[config.mk]
export PLATFORM = sky130hd
export DESIGN_NAME = fetch_queue_unit
export DESIGN_NICKNAME = d
export VERILOG_FILES = /design/src/rtl/fetch_queue_unit.sv
export SDC_FILE = /design/constraint.sdc
export NUM_CORES = 1
export LEC_CHECK = 0
export ABC_CLOCK_PERIOD_IN_PS = 6500
export BUFFER_PORTS_ARGS = -buffer_cell sky130_fd_sc_hd__buf_2
export CAP_MARGIN = 25
export CORE_ASPECT_RATIO = 1.2
export CORE_MARGIN = 2
export CORE_UTILIZATION = 51
export DETAILED_ROUTE_END_ITERATION = 16
export PLACE_DENSITY = 0.74
export SLEW_MARGIN = 0
export SYNTH_ARGS = -nofsm -noshare
export SYNTH_HDL_FRONTEND = slang
export SYNTH_SLANG_ARGS = --single-unit
export TNS_END_PERCENT = 100
[constraint.sdc]
create_clock -name clk -period 6.5 [get_ports clk]
set_clock_uncertainty 0.05 [all_clocks]
set_input_delay 0.975 -clock clk [delete_from_list [all_inputs] [get_ports clk]]
set_output_delay 0.975 -clock clk [all_outputs]
set_load 0.005 [all_outputs]
[src/rtl/fetch_queue_unit.sv]
// ---------------------------------------------------------------------------
// fetch_queue_unit
//
// F-stage instruction fetch with a DEPTH-entry instruction queue toward
// decode. Tracks the fetch PC (fpc), issues one SRAM request at a time
// (request / grant / variable-latency response), and pushes each fetched word
// into a circular queue. Exception entry, eret, branch redirects and reset
// flush the queue and retarget fpc. A response still owed by the SRAM for a
// request issued before a redirect is swallowed. A misaligned fpc produces a
// single AdEL entry, and fetching stops until the next redirect.
//
// Ports
//   clk, rst          clock, synchronous active-high reset
//   ex_req            redirect to EXC_PC
//   eret, epc         redirect to epc
//   redir_valid/_pc   branch/jump redirect
//   inst_req/_addr    SRAM request, address (always fpc)
//   inst_gnt          SRAM accepted the request this cycle
//   inst_rvalid/_rdata SRAM response
//   out_valid/_ready  queue head handshake toward decode
//   out_pc/_instr     head PC and instruction (instr 0 for an AdEL entry)
//   out_adel          head is a misaligned-fetch fault
//   out_badvaddr      faulting PC for an AdEL head, else 0
//
// Reset is handled as the highest-priority redirect. From power-up or from
// IDLE/HALT it lands in IDLE at RESET_PC. If a response is still owed by the
// SRAM (WAIT/DROP), reset lands in DROP instead, so that stale data arriving
// after reset release is never queued.
// ---------------------------------------------------------------------------
module fetch_queue_unit #(
  parameter logic [31:0] RESET_PC = 32'hbfc00000,
  parameter logic [31:0] EXC_PC   = 32'hbfc00380,
  parameter int          DEPTH    = 4
) (
  input  logic        clk,
  input  logic        rst,
  input  logic        ex_req,
  input  logic        eret,
  input  logic [31:0] epc,
  input  logic        redir_valid,
  input  logic [31:0] redir_pc,
  output logic        inst_req,
  output logic [31:0] inst_addr,
  input  logic        inst_gnt,
  input  logic        inst_rvalid,
  input  logic [31:0] inst_rdata,
  output logic        out_valid,
  input  logic        out_ready,
  output logic [31:0] out_pc,
  output logic [31:0] out_instr,
  output logic        out_adel,
  output logic [31:0] out_badvaddr
);

  localparam int PTR_W = (DEPTH > 1) ? $clog2(DEPTH) : 1;
  localparam int CNT_W = PTR_W + 1;
  localparam logic [CNT_W-1:0] DEPTH_C = CNT_W'(DEPTH);

  typedef enum logic [1:0] {
    S_IDLE = 2'd0,  // ready to request (or raise AdEL)
    S_WAIT = 2'd1,  // request granted, waiting for the response
    S_DROP = 2'd2,  // owed response must be discarded
    S_HALT = 2'd3   // AdEL queued, no fetching until a redirect
  } state_t;

  // -------------------------------------------------------------------------
  // State
  // -------------------------------------------------------------------------
  state_t             state_q, state_d;
  logic [31:0]        fpc_q,   fpc_d;
  logic [PTR_W-1:0]   head_q,  head_d;
  logic [PTR_W-1:0]   tail_q,  tail_d;
  logic [CNT_W-1:0]   count_q, count_d;

  // Queue storage, one field array per entry attribute.
  logic [31:0]        pc_mem_q    [DEPTH];
  logic [31:0]        instr_mem_q [DEPTH];
  logic               adel_mem_q  [DEPTH];

  // -------------------------------------------------------------------------
  // Redirect decode (fixed priority)
  // -------------------------------------------------------------------------
  logic        redirect;
  logic [31:0] redirect_pc;

  always_comb begin
    redirect    = rst | ex_req | eret | redir_valid;
    redirect_pc = redir_pc;
    if (rst) begin
      redirect_pc = RESET_PC;
    end else if (ex_req) begin
      redirect_pc = EXC_PC;
    end else if (eret) begin
      redirect_pc = epc;
    end
  end

  // -------------------------------------------------------------------------
  // Request and queue-side handshakes
  // -------------------------------------------------------------------------
  logic queue_full;
  logic fpc_aligned;
  logic pop;

  assign queue_full  = (count_q == DEPTH_C);
  assign fpc_aligned = (fpc_q[1:0] == 2'b00);
  assign out_valid   = (count_q != '0);
  assign pop         = out_valid & out_ready;

  // Any redirect withdraws the request in the same cycle, so a grant can
  // never coincide with a redirect.
  assign inst_req  = (state_q == S_IDLE) & ~redirect & fpc_aligned & ~queue_full;
  assign inst_addr = fpc_q;

  // -------------------------------------------------------------------------
  // Fetch FSM: next state, fpc, and queue push request
  // -------------------------------------------------------------------------
  logic        push;
  logic        flush;
  logic [31:0] push_pc;
  logic [31:0] push_instr;
  logic        push_adel;

  always_comb begin
    state_d    = state_q;
    fpc_d      = fpc_q;
    push       = 1'b0;
    flush      = 1'b0;
    push_pc    = fpc_q;
    push_instr = 32'h0;
    push_adel  = 1'b0;

    if (redirect) begin
      flush = 1'b1;
      fpc_d = redirect_pc;
      case (state_q)
        // A response is still owed: discard it, either right now (it is
        // arriving this cycle) or later from DROP.
        S_WAIT, S_DROP: state_d = inst_rvalid ? S_IDLE : S_DROP;
        default:        state_d = S_IDLE;
      endcase
    end else begin
      case (state_q)
        S_IDLE: begin
          if (!queue_full) begin
            if (!fpc_aligned) begin
              push      = 1'b1;
              push_adel = 1'b1;
              state_d   = S_HALT;
            end else if (inst_req && inst_gnt) begin
              state_d = S_WAIT;
            end
          end
        end
        S_WAIT: begin
          if (inst_rvalid) begin
            push       = 1'b1;
            push_instr = inst_rdata;
            fpc_d      = fpc_q + 32'd4;
            state_d    = S_IDLE;
          end
        end
        S_DROP: begin
          if (inst_rvalid) begin
            state_d = S_IDLE;
          end
        end
        S_HALT: begin
          state_d = S_HALT;
        end
        default: begin
          state_d = S_IDLE;
        end
      endcase
    end
  end

  // -------------------------------------------------------------------------
  // Queue pointers and occupancy. A flush wins over a same-cycle push/pop.
  // Pointers wrap naturally because DEPTH is a power of two.
  // -------------------------------------------------------------------------
  always_comb begin
    head_d  = head_q;
    tail_d  = tail_q;
    count_d = count_q;
    if (flush) begin
      head_d  = '0;
      tail_d  = '0;
      count_d = '0;
    end else begin
      if (pop) begin
        head_d = head_q + PTR_W'(1);
      end
      if (push) begin
        tail_d = tail_q + PTR_W'(1);
      end
      count_d = count_q + CNT_W'(push) - CNT_W'(pop);
    end
  end

  // -------------------------------------------------------------------------
  // Registers
  // -------------------------------------------------------------------------
  always_ff @(posedge clk) begin
    if (rst) begin
      // Reset still has to remember an owed response (see header).
      state_q <= state_d;
      fpc_q   <= RESET_PC;
      head_q  <= '0;
      tail_q  <= '0;
      count_q <= '0;
    end else begin
      state_q <= state_d;
      fpc_q   <= fpc_d;
      head_q  <= head_d;
      tail_q  <= tail_d;
      count_q <= count_d;
    end
  end

  // Storage needs no reset: entries are only visible while counted.
  always_ff @(posedge clk) begin
    if (push && !flush) begin
      pc_mem_q[tail_q]    <= push_pc;
      instr_mem_q[tail_q] <= push_instr;
      adel_mem_q[tail_q]  <= push_adel;
    end
  end

  // -------------------------------------------------------------------------
  // Head outputs, read straight from queue storage and zeroed when empty.
  // -------------------------------------------------------------------------
  logic head_adel;

  always_comb begin
    head_adel    = out_valid & adel_mem_q[head_q];
    out_pc       = out_valid ? pc_mem_q[head_q] : 32'h0;
    out_adel     = head_adel;
    out_instr    = (out_valid && !head_adel) ? instr_mem_q[head_q] : 32'h0;
    out_badvaddr = head_adel ? pc_mem_q[head_q] : 32'h0;
  end

endmodule

== After elaboration in Yosys (flattened, before gate mapping) ==
Memory sizes are Yosys's and may differ from the RTL's. A register that Yosys moved wholly into a read port is not among the register bits.
Cells that the tools add are included.
W data, S select, Z words.

* Register bits after elaboration: 41
* Memory bits (writable): 260
* Bits of input ports: 104
* Output and inout port bits: 131
* Memories: 3

{| class="wikitable"
|+ Memory list
! memory !! depth !! width !! read ports !! clocked after Yosys merged registers in !! write ports !! RTL line !! RTL
|-
| instr_mem_q || 4 || 32 || 1 || 1 || 1 || 77 || <nowiki>logic [31:0] instr_mem_q [DEPTH];</nowiki>
|-
| pc_mem_q || 4 || 32 || 1 || 1 || 1 || 76 || <nowiki>logic [31:0] pc_mem_q [DEPTH];</nowiki>
|-
| adel_mem_q || 4 || 1 || 1 || 1 || 1 || 78 || <nowiki>logic adel_mem_q [DEPTH];</nowiki>
|}

* Add/sub/neg operators: 5
* Eq/ne operators: 7
* Muxes and demuxes: 35
* Bitwise gates (word level): 10
* Reductions and logical operators: 14

{| class="wikitable"
|+ Operators by type and width
! operator !! number
|-
| $mux W32 || 11
|-
| $add A32 B3 Y32 const B || 1
|-
| $mux W2 || 13
|-
| $mux W1 || 9
|-
| $pmux W2 S3 || 1
|-
| $and A1 B1 Y1 || 5
|-
| $add A2 B1 Y2 const B || 2
|-
| $eq A2 B2 Y1 const B || 2
|-
| $logic_not A2 Y1 || 2
|-
| $ne A4 B3 Y1 const B || 1
|-
| $reduce_bool A2 Y1 || 2
|-
| $reduce_or A2 Y1 || 2
|-
| $add A3 B1 Y3 || 1
|-
| $eq A3 B3 Y1 const B || 1
|-
| $logic_and A1 B1 Y1 || 3
|-
| $ne A3 B1 Y1 const B || 1
|-
| $ne A3 B3 Y1 const B || 1
|-
| $or A1 B1 Y1 || 3
|-
| $reduce_and A3 Y1 || 1
|-
| $reduce_bool A3 Y1 || 1
|-
| $sub A3 B1 Y3 || 1
|-
| $eq A2 B1 Y1 const B || 1
|-
| $logic_not A1 Y1 || 2
|-
| $not A1 Y1 || 2
|-
| 2 further kinds || 2
|}

== Longest topological paths before layout ==
Gate-level depths: netlist of run 1.

* Word-level depth: 13
* Gate-level depth with buffers: 13
* Mapped depth without buffers: 13

== Worst setup path before layout of run 1 ==
Ideal clock, no wire load.

* Path kind: input-to-reg
* Start point: in ex_req
* End point: mem adel_mem_q[0] (enable)
* Setup time: 496 ps
* Arrival time: 5,041 ps
* Required time: 5,954 ps
* Setup slack: 913 ps
* Stages: 6
* Path buffers: 2
* Cells stage by stage: buf_2 -> or4_1 -> buf_2 -> nor3_4 -> nor2_2 -> nor2b_1

* Longest elaborated chain between the ends: 8
* Elaborated cells on any way between the ends: 9
* Classes of those cells: mux: 4; bitwise: 3; reduce/logical: 2

{| class="wikitable"
|+ RTL lines
! item !! RTL line !! RTL
|-
| start, declared || 37 || <nowiki>input logic ex_req,</nowiki>
|-
| $or A1 B1 Y1 (*) (3 in a row) || 87 || <nowiki>redirect = rst | ex_req | eret | redir_valid;</nowiki>
|-
| $mux W1 || 133 || <nowiki>if (redirect) begin</nowiki>
|-
| $logic_not A1 Y1 || 223 || <nowiki>if (push && !flush) begin</nowiki>
|-
| $logic_and A1 B1 Y1 (*) || 223 ||
|-
| $mux W1 (*) || 223 ||
|-
| $mux W1 (not written as such) (*) || 226 || <nowiki>adel_mem_q[tail_q] <= push_adel;</nowiki>
|-
| end, declared || 78 ||
|}

Every way passes the cells marked *; elsewhere a longest branch is shown, timed or not.

==> flow_metrics.env, run 1 <==
export IMPL_drtAntennaViolNets=0
export IMPL_cts_tree="done"
export IMPL_dieArea_um2=27300
export IMPL_nFillCells=1899
export IMPL_hold_ws_ns=0.469
export IMPL_hpwlAfterDp_um=19000
export IMPL_post_route_min_period_ns=4.33
export IMPL_clkTransAtPathRegs_ns=0.06
export IMPL_ys_warn_count=0
export IMPL_async_flop_share=0
export IMPL_hold_path_class="flop to flop"
export IMPL_yosysTopAreaCellShare=0.594
export IMPL_cts_htree_levels=1
export IMPL_grt_max_degree=68
export IMPL_num_io_pins=235
export IMPL_slew_viol_final=0
export IMPL_port_buffers=234
export IMPL_p_total_uw=4010
export IMPL_ys_seq_area_frac=0.655
export IMPL_min_from="tail_q[1]"
export IMPL_worst_skew_pair_late_latency_ns=0.54
export IMPL_gp_congestion=0.899
export IMPL_drive_gt1_frac=0.339
export IMPL_cp_required_ns=5.47
export IMPL_status="completed"
export IMPL_track_usage=0.217
export IMPL_synth_edff_count=262
export IMPL_switching_share=0.197
export IMPL_drc_errors=0
export IMPL_grt_setup_unrepaired="no"
export IMPL_r2r_start="state_q[0]"
export IMPL_intPower_uw=3220
export IMPL_slowest_stage="dfxtp_4"
export IMPL_synth_area_leaders="edfxtp_1 59%, mux4_2 11%, dfxtp_1 6.2%"
export IMPL_path_class="flop to primary output"
export IMPL_cts_buffers=29
export IMPL_setup_violations=0
export IMPL_cp_start_kind="flop"
export IMPL_endpoint_kind="primary output"
export IMPL_synth_flop_cell="edfxtp_1"
export IMPL_seq_power_share=0.531
export IMPL_tns_ns=0
export IMPL_synthCells=869
export IMPL_grt_pass1_vias=8212
export IMPL_power_frac_comb=0.034
export IMPL_p_leak_uw=0.00631
export IMPL_first_pass_iters=4
export IMPL_cts_root_buffer="clkbuf_16"
export IMPL_synth_cell_area_um2=13300
export IMPL_grt_overflow=0
export IMPL_avgRoutedWirePerCell_um=20.6
export IMPL_viasPerCell=5.79
export IMPL_num_rows=64
export IMPL_cts_setup_buffers=0
export IMPL_cts_buffer_depth=3
export IMPL_core_um2=25500
export IMPL_ir_worst_vdd_uv=194
export IMPL_clockPowerShare=0.435
export IMPL_drt_wl_total_um=29600
export IMPL_crit_chain="mux2_2 -> o21ai_4 -> buf_4 -> and3_1 -> buf_2"
export IMPL_fin_crit_sh=0.667
export IMPL_cp_arrival_ns=3.31
export IMPL_grt_pass1_wl_um=45800
export IMPL_syn_to_final_growth_pct=18.7
export IMPL_power_density_nw_per_um2=254
export IMPL_cp_num_buf_inv=2
export IMPL_crit_fanout=66
export IMPL_num_vias=8343
export IMPL_ys_seq_elements=303
export IMPL_first_iter_violations=616
export IMPL_synth_cell_types=61
export IMPL_cpPeakStageDelay_ns=0.98
export IMPL_synth_top_area_cell="edfxtp_1"
export IMPL_die_x_um=151
export IMPL_cts_sinks=303
export IMPL_syn_area_per_cell_um2=15.3
export IMPL_antenna_found_initial=0
export IMPL_antennaDiodeCount=0
export IMPL_p_sw_uw=787
export IMPL_postCtsHoldBufs=0
export IMPL_syn_nets=984
export IMPL_start_util=0.519
export IMPL_nets=1203
export IMPL_cap_viol_max_count=0
export IMPL_cp_top_family="flip-flops"
export IMPL_fmax_ghz=0.231
export IMPL_max_slew_margin_rel=0.348
export IMPL_final_hold_violation_count=0
export IMPL_die_y_um=181
export IMPL_cts_resized=0
export IMPL_worst_slew_pin_transition_ns=0.979
worst paths after layout:
| path | to | slack [ns] | cells after the start |
|---|---|---|---|
| min | tail_q[1] | 0.47 | 2 |
| max | out_instr[5] | 2.17 | 5 |
| max reg2reg | count_q[2] | 3.27 | 12 |
| min reg2reg | tail_q[1] | 0.47 | 2 |
logic make-up (layout without fill, tap and decap cells):
family          count (synthesis)  in the layout  synth area share
fa+ha+maj                      11             11            0.0109
buf+inv                        67            309            0.0223
flops                         303            303             0.655
mux                            90             90             0.129
compound gates                 99             99            0.0495
simple gates                  290            290             0.127
xor+xnor                        9              9           0.00595
cell type report:
cell class	count	area (um^2)	share of cell area
Clock inverter	12	174	0.0111
Tap cell	330	413	0.0262
Multi-Input combinational cell	499	4320	0.274
Inverter	10	37.5	0.00239
Timing Repair Buffer	245	1270	0.0805
Sequential cell	303	8700	0.553
Clock buffer	42	836	0.0531
state kept, by name, indices dropped and copies added, names as in the netlist, named ones only:
name / cells
instr_mem_q: 128
pc_mem_q: 128
inst_addr: 32
adel_mem_q: 4
count_q: 3
head_q: 2
state_q: 2
tail_q: 2
Yosys cell counts, drive strengths merged, types with 6 or more instances:
master	number
edfxtp	262
and3	72
mux4	64
nor2	43
nor2b	42
dfxtp	41
and2	39
a21oi	35
clkbuf	32
nand2	28
buf	25
nor3	24
mux2i	22
nand4	13
o21ai	13
nand3	12
ha	10
inv	10
a21o	6
nor4	6
xor2	6
power by group through the flow:
stage                     clock network (uW)  logic, uW  registers (uW)
after floorplan                            0       77.4            2160
after global placement                     0        135            2170
after detailed placement                   0        137            2170
after CTS                               1760        138            2130
after global routing                    1830        152            2130
final                                   1740        137            2130
metal layers:
layer / global-route usage / vias up / share of wire
li1: - / 3833 / -
met1: 0.301 / 4111 / 0.42
met2: 0.362 / 343 / 0.50
met3: 0.0230 / 56 / 0.059
met4: 0.0699 / 0 / 0.026
met5: 0 / - / 0
metrics by stage:
step                      std cells  area (um^2)  worst slack, ns   util
after floorplan                 869        13300            0.913      -
after global placement         1387        14700             1.96  0.577
after detailed placement       1387        14700             1.87  0.577
after CTS                      1441        15700             2.08  0.616
after global routing           1441        15700             1.91  0.616
final                          1441        15700             2.17  0.616
tightest hold or removal path, delay by kind of cell (launching register included):
kind / cells / cell delay [ns]
flops: 1 / 0.35
simple gates: 2 / 0.13
placed cells by master, fill, tap and decap left out, types with 22 or more instances in the layout:
cell	instances
mux4_2	64
mux2i_1	22
and3_1	72
buf_2	234
a21oi_1	35
edfxtp_1	262
clkbuf_16	30
nor2b_1	38
and2_1	38
nand2_1	28
nor2_1	40
dfxtp_1	39
Power figures use the tool's default switching activity.
==> run 2: changes to the inputs <==
Settings changed: ABC_AREA set to 1, ABC_CLOCK_PERIOD_IN_PS 6500 to 3700, PLACE_DENSITY 0.74 to 0.76.
Clock period 6.5 ns to 3.7 ns, I/O delays scaled along.
==> run 2 against run 1 <==
Effect of this change: synthesized cell count rose by 63%; critical endpoint is now out_instr[1]; clock power is 68% higher; flip-flop and latch count unchanged; largest power group unchanged; sequential share of layout area fell by 1.4 points.
==> flow_metrics.env, run 2 <==
export IMPL_dieArea_um2=28100
export IMPL_whs_path_depth=3
export IMPL_drive_gt1_frac=0.200
export IMPL_synth_area_leaders="edfxtp_1 58%, nor2_1 10%, dfxtp_1 6.0%"
export IMPL_syn_area_per_cell_um2=9.65
export IMPL_cp_required_ns=3.09
export IMPL_r2r_start="state_q[0]"
export IMPL_ir_worst_vdd_uv=267
export IMPL_ys_seq_elements=303
export IMPL_fin_cells=1985
export IMPL_hpwlAfterDp_um=21700
export IMPL_min_from="redir_pc[14]"
export IMPL_finalInstanceArea_um2=16100
export IMPL_synth_top_area_cell="edfxtp_1"
export IMPL_cap_viol_max_count=0
export IMPL_first_pass_iters=6
export IMPL_start_util=0.519
export IMPL_clkTransAtPathRegs_ns=0.06
export IMPL_postCtsHoldBufs=0
export IMPL_die_x_um=153
export IMPL_antennaDiodeCount=0
export IMPL_core_um2=26400
export IMPL_postPlaceCellArea_um2=15200
export IMPL_crit_chain="buf_4 -> nand2_1 -> a32o_2 -> nand2_1 -> buf_4 -> a21oi_1 -> buf_2"
export IMPL_synth_edff_count=262
export IMPL_slew_viol_final=0
export IMPL_grt_overflow=0
export IMPL_max_slew_margin_rel=0.470
export IMPL_num_vias=10633
export IMPL_cpPeakStageDelay_ns=0.54
export IMPL_grt_pass1_vias=10154
export IMPL_crit_cells=7
export IMPL_holdPathEnd="inst_addr[14]"
export IMPL_path_class="flop to primary output"
export IMPL_worst_slew_pin_transition_ns=0.794
export IMPL_setup_violations=0
export IMPL_cts_htree_levels=1
export IMPL_ys_warn_count=0
export IMPL_synth_cell_types=38
export IMPL_cts_sinks=303
export IMPL_slowest_stage="buf_4"
export IMPL_cp_top_family="buffers and inverters"
export IMPL_cts_buffers=28
export IMPL_yosysTopAreaCellShare=0.576
export IMPL_synthCells=1417
export IMPL_viasPerCell=5.36
export IMPL_cp_arrival_ns=2.64
export IMPL_num_io_pins=235
export IMPL_syn_to_final_growth_pct=18.0
export IMPL_async_flop_share=0
export IMPL_layout_common_cells="362 x nor2_1, 262 x edfxtp_1, 234 x buf_2"
export IMPL_nets=1743
export IMPL_r2r_cells=13
export IMPL_yosys_top_cells_count="366 x nor2_1, 262 x edfxtp_1, 185 x nand2_1"
export IMPL_first_iter_violations=883
export IMPL_r2r_slack_ns=1.13
export IMPL_synth_most_common_cell="nor2_1"
export IMPL_port_buffers=234
export IMPL_gp_congestion=0.945
export IMPL_cts_tree="done"
export IMPL_fin_util=0.612
export IMPL_drc_errors=0
export IMPL_die_y_um=183
export IMPL_synth_flop_cell="edfxtp_1"
export IMPL_final_hold_violation_count=0
export IMPL_avgRoutedWirePerCell_um=17.1
export IMPL_cts_root_buffer="clkbuf_16"
export IMPL_endpoint_kind="primary output"
export IMPL_worst_skew_pair_late_latency_ns=0.53
export IMPL_cts_resized=0
export IMPL_drt_wl_total_um=34000
export IMPL_cts_buffer_depth=3
export IMPL_track_usage=0.237
export IMPL_cp_start_kind="flop"
export IMPL_power_density_nw_per_um2=431
export IMPL_syn_nets=1532
export IMPL_crit_fanout=62
export IMPL_grt_setup_unrepaired="no"
export IMPL_ys_seq_area_frac=0.636
export IMPL_drtAntennaViolNets=0
export IMPL_fmax_ghz=0.308
export IMPL_antenna_found_initial=0
export IMPL_post_route_min_period_ns=3.24
export IMPL_grt_max_degree=69
export IMPL_cp_num_buf_inv=3
export IMPL_p_leak_uw=0.00672
export IMPL_grt_pass1_wl_um=52900
export IMPL_cts_setup_buffers=0
export IMPL_hold_path_class="primary input to flop"
export IMPL_final_common_cell="nor2_1"
export IMPL_r2r_end="count_q[2]"
export IMPL_dp_cells=1933
export IMPL_fin_crit_sh=0.877
export IMPL_synth_cell_area_um2=13700
export IMPL_num_rows=65
export IMPL_status="completed"
[run 2: cell count changes after synthesis, moves of 18 or more]
cell | previous run | this run
and3_1 | 72 | 0
o21ai_0 | 13 | 164
nand2_1 | 28 | 185
mux4_2 | 64 | 0
nand3_1 | 12 | 31
mux2i_1 | 22 | 1
nor2_1 | 40 | 366
nor2b_1 | 42 | 0
inv_1 | 10 | 113
o22ai_1 | 4 | 32
a21oi_1 | 35 | 76
and2_1 | 39 | 1
nor3_1 | 21 | 3
[run 2: worst register-to-register path, cell delays in order, from the launching register on]
cell      delay, ns
edfxtp_1       0.42
ha_1           0.23
nand2_1        0.14
inv_2          0.15
nand2_2        0.11
o21ai_2        0.07
inv_2          0.21
ha_1           0.28
inv_1          0.06
ha_1           0.12
inv_1          0.04
fa_1           0.37
o21ai_0        0.16
a21oi_1        0.05
[run 2: logic make-up (layout without fill, tap and decap cells)]
logic type      count (synthesis)  in the layout  synth area share
xor+xnor                        8              8           0.00513
simple gates                  608            608             0.177
flops                         303            303             0.636
compound gates                293            293             0.114
buf+inv                       193            426            0.0573
fa+ha+maj                      11             11            0.0106
mux                             1              1          0.000732
[run 2: per-layer routing]
| metal | wire, um | GRT usage | vias to the layer above |
|---|---|---|---|
| met5 | 0 | 0 | - |
| met4 | 588 | 0.0569 | 0 |
| met3 | 2330 | 0.0286 | 50 |
| met2 | 17100 | 0.421 | 427 |
| met1 | 14000 | 0.313 | 4967 |
| li1 | - | - | 5189 |
[run 2: worst max-delay path by stage]
stage          from          endpoint  slack (ns)
2_1_floorplan  eret     adel_mem_q[0]       -0.87
3_3_place_gp    rst        count_q[2]        0.91
3_5_place_dp    rst        count_q[2]        0.90
4_1_cts        flop  out_badvaddr[27]        0.44
5_1_grt        flop  out_badvaddr[22]        0.24
6_report       flop      out_instr[1]        0.46
[run 2: report_power, final]
part           switching (uW)  internal (uW)
clock                    1210           1710
sequential               66.5           3710
combinational             146            112
[run 2: metrics by stage]
stage          total power (uW)  worst slack, ns  hold slack (ns)  TNS (ns)
3_5_place_dp               4110            0.902            0.401         0
4_1_cts                    6990            0.440            0.270         0
5_1_grt                    7180            0.241            0.301         0
6_report                   6960            0.456            0.291         0
2_1_floorplan              3970           -0.867            0.386   -225.30
3_3_place_gp               4100            0.907            0.392         0
[run 2: cell type report]
cell class	count	area [um^2]
Clock inverter	18	201
Inverter	119	449
Fill cell	2202	10200
Clock buffer	34	744
Timing Repair Buffer	255	1390
Sequential cell	303	8690
Multi-Input combinational cell	921	4240
Tap cell	335	419
==> run 3: changes to the inputs <==
Settings changed: ABC_AREA 1 to not set, PLACE_DENSITY 0.76 to 0.77, RECOVER_POWER set to 50, TNS_END_PERCENT 100 to not set.
==> run 3 against run 2 <==
Effect of this change: non-clock buffer count is the same; combinational power shrank 7%; cell count shrank 27%; critical path depth shrank 2; critical endpoint is now out_badvaddr[19].
==> flow_metrics.env, run 3 (synthesis results as in run 1) <==
export IMPL_max_slew_margin_rel=0.189
export IMPL_cp_start_kind="flop"
export IMPL_r2r_slack_ns=0.45
export IMPL_cts_root_buffer="clkbuf_16"
export IMPL_drive_gt1_frac=0.308
export IMPL_fin_cells=1449
export IMPL_r2r_start="state_q[0]"
export IMPL_hpwlAfterDp_um=19000
export IMPL_first_pass_iters=5
export IMPL_gp_congestion=0.852
export IMPL_cp_required_ns=3.09
export IMPL_grt_setup_unrepaired="no"
export IMPL_track_usage=0.220
export IMPL_final_common_cell="edfxtp_1"
export IMPL_hold_path_class="primary input to flop"
export IMPL_min_from="redir_pc[19]"
export IMPL_layout_setup_ws_ns=0.297
export IMPL_tns_ns=0
export IMPL_cp_arrival_ns=2.80
export IMPL_num_vias=8367
export IMPL_port_buffers=234
export IMPL_worst_skew_pair_late_latency_ns=0.54
export IMPL_dp_slack_ns=0.284
export IMPL_cts_setup_buffers=0
export IMPL_fin_crit_sh=0.920
export IMPL_drt_wl_total_um=29800
export IMPL_cts_sinks=303
export IMPL_cp_top_family="flip-flops"
export IMPL_ir_worst_vdd_uv=353
export IMPL_r2r_end="instr_mem_q[3][24]"
export IMPL_first_iter_violations=642
export IMPL_p_total_uw=6710
export IMPL_die_y_um=181
export IMPL_post_route_min_period_ns=3.40
export IMPL_dp_cells=1396
export IMPL_core_um2=25500
export IMPL_worst_slew_pin_transition_ns=1.22
export IMPL_drtAntennaViolNets=0
export IMPL_num_rows=64
export IMPL_start_util=0.519
export IMPL_crit_fanout=36
export IMPL_whs_path_depth=3
export IMPL_slew_viol_final=0
export IMPL_nets=1212
export IMPL_cpPeakStageDelay_ns=0.86
export IMPL_layout_common_cells="262 x edfxtp_1, 209 x buf_2, 72 x and3_1"
export IMPL_crit_chain="buf_12 -> mux4_2 -> and2_1 -> nor2b_1 -> buf_2"
export IMPL_r2r_cells=7
export IMPL_holdPathEnd="inst_addr[19]"
export IMPL_cts_buffer_depth=3
export IMPL_cp_num_buf_inv=2
export IMPL_final_hold_violation_count=0
export IMPL_num_io_pins=235
export IMPL_grt_overflow=0
export IMPL_cap_viol_max_count=0
export IMPL_antennaDiodeCount=0
export IMPL_status="completed"
export IMPL_dieArea_um2=27300
export IMPL_power_density_nw_per_um2=429
export IMPL_postCtsHoldBufs=0
export IMPL_viasPerCell=5.77
export IMPL_antenna_found_initial=1
export IMPL_endpoint_kind="primary output"
export IMPL_fmax_ghz=0.294
export IMPL_cts_resized=0
export IMPL_grt_pass1_wl_um=46200
export IMPL_drc_errors=0
export IMPL_cts_htree_levels=1
export IMPL_die_x_um=151
export IMPL_clkTransAtPathRegs_ns=0.07
export IMPL_grt_pass1_vias=8361
export IMPL_path_class="flop to primary output"
export IMPL_syn_to_final_growth_pct=17.9
export IMPL_cts_buffers=28
export IMPL_slowest_stage="dfxtp_4"
export IMPL_p_leak_uw=0.00618
export IMPL_avgRoutedWirePerCell_um=20.6
export IMPL_cts_tree="done"
export IMPL_grt_max_degree=67
export IMPL_setup_violations=0
==> run 3: layout make-up <==
cell class              count  area [um^2]
multi-input cells         499         4250
well taps                 330          413
clock inverters            13          109
inverters                  10         37.5
fillers                  1915         9920
clock buffers              39          763
repair buffers            255         1350
flip-flops and latches    303         8700
==> run 3: power breakdown <==
part           switching [uW]  internal, uW  total (uW)
clock network            1160          1570        2740
registers                39.8          3690        3730
logic                     131           110         241
total                    1330          5380        6710
==> run 3: worst min-delay path: cells and delay by family <==
kind                   cells  cell delay [ns]
buffers and inverters      1             0.08
AND/OR/NAND/NOR            1             0.07
AO/OA/AOI/OAI              1             0.08
==> run 3: worst max-delay path by stage <==
stage	to	slack (ns)	cells past startpoint
after global placement	count_q[2]	0.35	12
final	out_badvaddr[19]	0.30	5
after CTS	out_badvaddr[0]	0.20	5
after detailed placement	count_q[2]	0.28	12
after global routing	out_badvaddr[19]	0.1	5
after floorplan	adel_mem_q[0]	-0.22	6
==> run 3: metal layers <==
metal,global-route usage,vias up,part of all wire
li1,-,3852,-
met1,0.297,4087,0.41
met2,0.380,379,0.50
met3,0.0273,47,0.069
met4,0.0576,2,0.021
met5,0,-,0.00054
==> run 3: stage by stage <==
stage / util / hold WS (ns) / area (um^2)
2_1_floorplan: - / 0.417 / 13300
3_3_place_gp: 0.581 / 0.438 / 14800
3_5_place_dp: 0.581 / 0.441 / 14800
4_1_cts: 0.615 / 0.213 / 15700
5_1_grt: 0.612 / 0.224 / 15600
6_report: 0.612 / 0.222 / 15600
